### config.mk
export PLATFORM = sky130hd
export DESIGN_NAME = ftf12_radix_packer
export DESIGN_NICKNAME = d
export VERILOG_FILES = /design/src/rtl/ftf12_radix_packer.sv
export SDC_FILE = /design/constraint.sdc
export NUM_CORES = 1
export LEC_CHECK = 0
export CELL_PAD_IN_SITES_DETAIL_PLACEMENT = 0
export CELL_PAD_IN_SITES_GLOBAL_PLACEMENT = 2
export CORE_UTILIZATION = 30
export DETAILED_ROUTE_END_ITERATION = 7
export GPL_TIMING_DRIVEN = 0
export PLACE_DENSITY = 0.67
export SETUP_SLACK_MARGIN = 0.5
export SYNTH_ARGS = -nofsm -noshare
export SYNTH_HDL_FRONTEND = slang
export SYNTH_SLANG_ARGS = --single-unit
### constraint.sdc
create_clock -name clock -period 43.1 [get_ports clock]
set_input_delay 6.465 -clock clock [delete_from_list [all_inputs] [get_ports clock]]
set_output_delay 6.465 -clock clock [all_outputs]
set_load 0.05 [all_outputs]
### src/rtl/ftf12_radix_packer.sv
// Radix-377 packer: splits each accepted binary word into NDIG 9-bit digits,
// least-significant first, for the 12-line Fibonacci encoder.
module ftf12_radix_packer #(
  parameter int WORD_W = 32,
  parameter int NDIG   = 4
) (
  input  logic              clock,
  input  logic              rst_n,
  input  logic [WORD_W-1:0] i_in_data,
  input  logic              i_in_valid,
  output logic              o_in_ready,
  output logic [8:0]        o_dig_data,
  output logic              o_dig_valid,
  input  logic              i_dig_ready,
  output logic              o_dig_first,
  output logic              o_dig_last,
  output logic              o_busy
);

  localparam int FBLEN12 = 9;
  localparam int RADIX   = 377;
  localparam int CNT_W   = (NDIG > 1) ? $clog2(NDIG) : 1;
  localparam int EXT_W   = WORD_W + FBLEN12;

  // True when NDIG radix-377 digits can represent every WORD_W-bit value.
  function automatic bit radix_covers();
    logic [79:0] cap;
    logic [79:0] lim;
    cap = 80'd1;
    lim = 80'd1 << WORD_W;
    for (int k = 0; k < NDIG && cap < lim; k++) cap = cap * 80'd377;
    return cap >= lim;
  endfunction

  localparam bit COVERS = radix_covers();

  if (WORD_W < 1 || WORD_W > 64) begin : g_bad_width
    $error("ftf12_radix_packer: WORD_W must lie in 1..64");
  end
  if (NDIG < 1 || !COVERS) begin : g_bad_ndig
    $error("ftf12_radix_packer: 377**NDIG must be >= 2**WORD_W");
  end

  typedef enum logic {ST_IDLE, ST_EMIT} state_t;

  state_t                  r_state, w_state_nxt;
  logic [WORD_W-1:0]       r_residue, w_residue_nxt;
  logic [CNT_W-1:0]        r_cnt, w_cnt_nxt;
  logic [FBLEN12-1:0]      r_dig_data, w_dig_data_nxt;
  logic                    r_dig_first, w_dig_first_nxt;
  logic                    r_dig_last, w_dig_last_nxt;

  logic                    w_dig_valid;
  logic                    w_in_ready;
  logic                    w_accept;
  logic                    w_take;
  logic [WORD_W-1:0]       w_operand;
  logic [EXT_W-1:0]        w_ext;
  logic [WORD_W-1:0]       w_quot;
  logic [FBLEN12-1:0]      w_rem;

  assign w_dig_valid = (r_state == ST_EMIT);
  assign w_in_ready  = rst_n && (!w_dig_valid || (i_dig_ready && r_dig_last));
  assign w_accept    = i_in_valid && w_in_ready;
  assign w_take      = w_dig_valid && i_dig_ready;

  // Widened operand keeps the constant 377 representable when WORD_W < 9.
  assign w_operand = w_accept ? i_in_data : r_residue;
  assign w_ext     = {{FBLEN12{1'b0}}, w_operand};
  assign w_quot    = WORD_W'(w_ext / EXT_W'(RADIX));
  assign w_rem     = FBLEN12'(w_ext % EXT_W'(RADIX));

  always_comb begin
    w_state_nxt     = r_state;
    w_residue_nxt   = r_residue;
    w_cnt_nxt       = r_cnt;
    w_dig_data_nxt  = r_dig_data;
    w_dig_first_nxt = r_dig_first;
    w_dig_last_nxt  = r_dig_last;
    if (w_accept) begin
      w_state_nxt     = ST_EMIT;
      w_residue_nxt   = w_quot;
      w_cnt_nxt       = '0;
      w_dig_data_nxt  = w_rem;
      w_dig_first_nxt = 1'b1;
      w_dig_last_nxt  = (NDIG == 1);
    end else if (w_take) begin
      if (r_dig_last) begin
        w_state_nxt     = ST_IDLE;
        w_dig_first_nxt = 1'b0;
        w_dig_last_nxt  = 1'b0;
      end else begin
        w_residue_nxt   = w_quot;
        w_cnt_nxt       = r_cnt + 1'b1;
        w_dig_data_nxt  = w_rem;
        w_dig_first_nxt = 1'b0;
        w_dig_last_nxt  = ((int'(r_cnt) + 1) == (NDIG - 1));
      end
    end
  end

  always_ff @(posedge clock or negedge rst_n) begin
    if (!rst_n) begin
      r_state     <= ST_IDLE;
      r_residue   <= '0;
      r_cnt       <= '0;
      r_dig_data  <= '0;
      r_dig_first <= 1'b0;
      r_dig_last  <= 1'b0;
    end else begin
      r_state     <= w_state_nxt;
      r_residue   <= w_residue_nxt;
      r_cnt       <= w_cnt_nxt;
      r_dig_data  <= w_dig_data_nxt;
      r_dig_first <= w_dig_first_nxt;
      r_dig_last  <= w_dig_last_nxt;
    end
  end

  assign o_in_ready  = w_in_ready;
  assign o_dig_data  = r_dig_data;
  assign o_dig_valid = w_dig_valid;
  assign o_dig_first = r_dig_first;
  assign o_dig_last  = r_dig_last;
  assign o_busy      = w_dig_valid;

endmodule

==> metrics.txt <==
# TYPE chip_impl_metric gauge
chip_impl_metric{name="worstHoldPathCells",unit=""} 2
chip_impl_metric{name="fraction_of_final_layout_cells_sized_beyond_drive_strength_1",unit=""} 0.1200
chip_impl_metric{name="grt_pass1_wl",unit="um"} 65590
chip_impl_metric{name="setup-tns-final",unit="ps"} 0
chip_impl_metric{name="final_core_util",unit=""} 0.3412
chip_impl_metric{name="clk-insertion-delay-late",unit="ps"} 280
chip_impl_metric{name="number_of_global_route_vias_before_repair",unit=""} 11830
chip_impl_metric{name="post-route-min-period",unit="ps"} 31940
chip_impl_metric{name="route.detailed.drc",unit=""} 0
chip_impl_metric{name="gr-total-overflow",unit=""} 0
chip_impl_metric{name="synth_sequential_area_ratio",unit=""} 0.08123
chip_impl_metric{name="clock-sinks",unit=""} 38
chip_impl_metric{name="postSynth.asyncResetShare",unit=""} 1.000
chip_impl_metric{name="route.vias.total",unit=""} 12820
chip_impl_metric{name="ys_seq_elements",unit=""} 38
chip_impl_metric{name="fp-row-count",unit=""} 71
chip_impl_info{name="timing.critical_path.to_type",value="register"} 1
chip_impl_info{name="synth_top_family_by_area",value="compound AO/OA/AOI/OAI gates"} 1
chip_impl_info{name="timing.rr.end",value="o_dig_data[5]$_DFFE_PN0P_"} 1
chip_impl_metric{name="crit_required",unit="ps"} 43270
chip_impl_metric{name="die_height",unit="um"} 199.5
chip_impl_metric{name="grt_max_degree",unit=""} 40
chip_impl_metric{name="route.detailed.wl_per_inst",unit="um"} 18.41
chip_impl_metric{name="worst-r2r-cell-count",unit=""} 81
chip_impl_info{name="crit_path_start",value="i_dig_ready"} 1
chip_impl_metric{name="timing.final.setup_violations",unit=""} 0
chip_impl_metric{name="total_of_cells_resized_after_clock_tree_synthesis",unit=""} 0
chip_impl_metric{name="syn_area",unit="um2"} 11710
chip_impl_metric{name="cp_max_fo",unit=""} 10
chip_impl_metric{name="cp.arrival",unit="ps"} 32110
chip_impl_info{name="cpLargestDelayFamily",value="compound AO/OA/AOI/OAI gates"} 1
chip_impl_info{name="criticalPathCategory",value="primary input to register"} 1
chip_impl_metric{name="fraction_of_the_mapped_netlist_area_in_compound_gates",unit=""} 0.3986
chip_impl_metric{name="core_region_area",unit="um2"} 38020
chip_impl_metric{name="io_buffers",unit=""} 46
chip_impl_metric{name="r2r_slack",unit="ps"} 17390
chip_impl_metric{name="max_freq",unit="GHz"} 0.03131
chip_impl_metric{name="postSynthAreaPerCell",unit="um2"} 7.151
chip_impl_metric{name="grtUsageTotal",unit=""} 0.2015
chip_impl_metric{name="die_x",unit="um"} 199.5
chip_impl_metric{name="crit_share_post_route",unit=""} 0.7411
chip_impl_metric{name="diodes",unit=""} 0
chip_impl_metric{name="cpPeakStageDelay",unit="ps"} 810
chip_impl_metric{name="die_area",unit="um2"} 39810
chip_impl_metric{name="slew_viol_final",unit=""} 0
chip_impl_metric{name="post-cts-setup-buffers",unit=""} 0
chip_impl_metric{name="initial_util",unit=""} 0.3079
chip_impl_metric{name="yosys-mux-area-fraction",unit=""} 0.06509
chip_impl_metric{name="cts.reportedPaths.clkPinSlew",unit="ps"} 60
chip_impl_info{name="hold_crit_path_type",value="register to register"} 1
chip_impl_info{name="mostFrequentLayoutCells",value="186 x sky130_fd_sc_hd__nand2_1, 168 x sky130_fd_sc_hd__nor2_1, 114 x sky130_fd_sc_hd__a21oi_1, 64 x sky130_fd_sc_hd__nand3_1, 64 x sky130_fd_sc_hd__xnor2_1"} 1
chip_impl_metric{name="finalWeightedCongestion",unit=""} 0.8500
chip_impl_metric{name="clock_skew",unit="ps"} 6.954
chip_impl_metric{name="synth_edf_count",unit=""} 0
chip_impl_metric{name="antenna_found_initial",unit=""} 0
chip_impl_metric{name="synth_adder_area_share",unit=""} 0.01945
chip_impl_info{name="tritoncts",value="yes"} 1
chip_impl_info{name="worst_path_most_repeated_cell",value="sky130_fd_sc_hd__nor3_1"} 1
chip_impl_metric{name="tightest_slew",unit="ps"} 1041
chip_impl_metric{name="layout.cells.non_filler",unit=""} 2203
chip_impl_metric{name="dr.pass1.iters",unit=""} 5
chip_impl_info{name="synth_ff_type",value="sky130_fd_sc_hd__dfrtp_1"} 1
chip_impl_metric{name="synth_simple_gate_area_frac",unit=""} 0.3158
chip_impl_metric{name="detailedPlacementHpwl",unit="um"} 32770
chip_impl_metric{name="cap_violations",unit=""} 0
chip_impl_metric{name="area_growth",unit="%"} 10.82
chip_impl_metric{name="postSynthNetCount",unit=""} 1680
chip_impl_metric{name="fin_worst_hold_slack",unit="ps"} 511.1
chip_impl_metric{name="crit_cells",unit=""} 81
chip_impl_metric{name="vias_per_cell",unit=""} 5.818
chip_impl_metric{name="cts_made_buffers",unit=""} 5
chip_impl_metric{name="cts.path.max_buffers",unit=""} 2
chip_impl_info{name="r2r_start",value="o_dig_last$_DFFE_PN0P_"} 1
chip_impl_info{name="status",value="complete, no violations"} 1
chip_impl_metric{name="synth_cells",unit=""} 1637
chip_impl_info{name="cts-root-buf",value="sky130_fd_sc_hd__clkbuf_16"} 1
chip_impl_metric{name="drt-total-wl",unit="um"} 40560
chip_impl_metric{name="slew_headroom",unit=""} 0.3011
chip_impl_metric{name="synthesis.yosys.warnings",unit=""} 0
chip_impl_info{name="worstSetupStartpointType",value="primary input"} 1
chip_impl_metric{name="htree_levels",unit=""} 2
chip_impl_metric{name="yosys.cell_types.count",unit=""} 135
chip_impl_info{name="endpoint_of_the_most_critical_setup_path",value="o_dig_data[5]$_DFFE_PN0P_"} 1
chip_impl_metric{name="drtIter0Drc",unit=""} 849
chip_impl_metric{name="cts_hold_buffers_added",unit=""} 0
chip_impl_metric{name="layout.nets",unit=""} 1734
chip_impl_info{name="layout_commonest_cell",value="sky130_fd_sc_hd__nand2_1"} 1
chip_impl_metric{name="io_pins",unit=""} 50
chip_impl_metric{name="critical_path.n_buffers_inverters",unit=""} 7
chip_impl_info{name="crit_path_top_delay_cell",value="sky130_fd_sc_hd__a31oi_1"} 1
chip_impl_metric{name="timing.final.hold_violations",unit=""} 0
chip_impl_metric{name="placed_cells",unit=""} 2195
chip_impl_info{name="rsz0062_at_grt",value="no"} 1
chip_impl_metric{name="antenna_left",unit=""} 0
chip_impl_metric{name="synth_xor_xnor_area_share",unit=""} 0.07674
synthesized netlist by cell type, drive strengths merged (9+ instances only):
cell,count,area (um2)
or2,18,112.6
nand4,23,150.1
mux2,16,195.2
a21o,23,172.7
o22ai,10,62.56
nand2,188,710.7
a21oi,124,665.7
xnor2,67,620.6
a211oi,31,265.3
nor4,19,161.4
nor2b,12,75.07
inv,28,105.1
xor2,30,277.8
clkbuf,10,45.04
nor3,69,391.6
buf,44,344.1
o211ai,33,267.8
o21ai,109,590.6
nor2,173,671.9
o31ai,21,197.7
o311ai,9,86.34
or3,27,178.9
o21a,26,199.0
and4,10,87.58
a22oi,14,130.1
a2111oi,9,122.6
a211o,13,113.9
a31oi,37,280.3
nand3,66,347.8
dfrtp,38,950.9
and3,27,168.9
and2,33,206.5
a31o,11,96.34
o211a,11,125.1
maj3,14,140.1
a21boi,12,97.59
mux2i,53,566.8
logic make-up (layout without fill, tap and decap cells):
kind of cell / Yosys count / count (layout)
fa+ha+maj: 21 / 21
xor+xnor: 97 / 97
compound gates: 611 / 611
simple gates: 718 / 718
mux: 69 / 69
buf+inv: 83 / 138
flops: 38 / 38
through the flow:
stage	setup WS, ps	cell area (um2)
2_1_floorplan	16330	11710
3_3_place_gp	9560	12810
3_5_place_dp	11120	12820
4_1_cts	11370	12970
5_1_grt	8987	12970
6_report	11160	12970
metal layers:
metal / global-route usage / wire length (um) / share of wire
met5: 0 / 0 / 0
met4: 0.02347 / 367 / 0.0090
met3: 0.009958 / 1046 / 0.026
met2: 0.3076 / 17500 / 0.43
met1: 0.3137 / 21640 / 0.53
worst min-delay path: cells and delay by family (launching register included):
kind | cells | cell delay [ps]
flops | 1 | 370
simple gates | 2 | 120
worst min-delay path by stage:
| stage | from | end | slack [ps] |
|---|---|---|---|
| 5_1_grt | r_residue[18]$_DFFE_PN0P_ | r_residue[18]$_DFFE_PN0P_ | 530 |
| 4_1_cts | r_residue[18]$_DFFE_PN0P_ | r_residue[18]$_DFFE_PN0P_ | 510 |
| 3_5_place_dp | r_residue[18]$_DFFE_PN0P_ | r_residue[18]$_DFFE_PN0P_ | 500 |
| 2_1_floorplan | r_residue[18]$_DFFE_PN0P_ | r_residue[18]$_DFFE_PN0P_ | 470 |
| 3_3_place_gp | r_residue[18]$_DFFE_PN0P_ | r_residue[18]$_DFFE_PN0P_ | 490 |
| 6_report | r_residue[18]$_DFFE_PN0P_ | r_residue[18]$_DFFE_PN0P_ | 510 |
flip-flops by register name, summed over array words and instances (netlist names):
name and cells:
o_busy 1, o_dig_first 1, r_cnt 2, o_dig_last 1
r_residue 24, o_dig_data 9
cell type report:
class | count | area, um2
buffer | 55 | 399.1
clock buffer | 6 | 138.9
clock inverter | 2 | 12.51
fill | 4172 | 25050
inverter | 28 | 105.1
multi-input combinational | 1516 | 10250
sequential | 38 | 950.9
tap | 511 | 639.4
timing repair buffer | 47 | 475.5
Power is left out: the tool's default activity adds up to more than one toggle a clock period on the data nets, which glitch-free logic cannot reach.
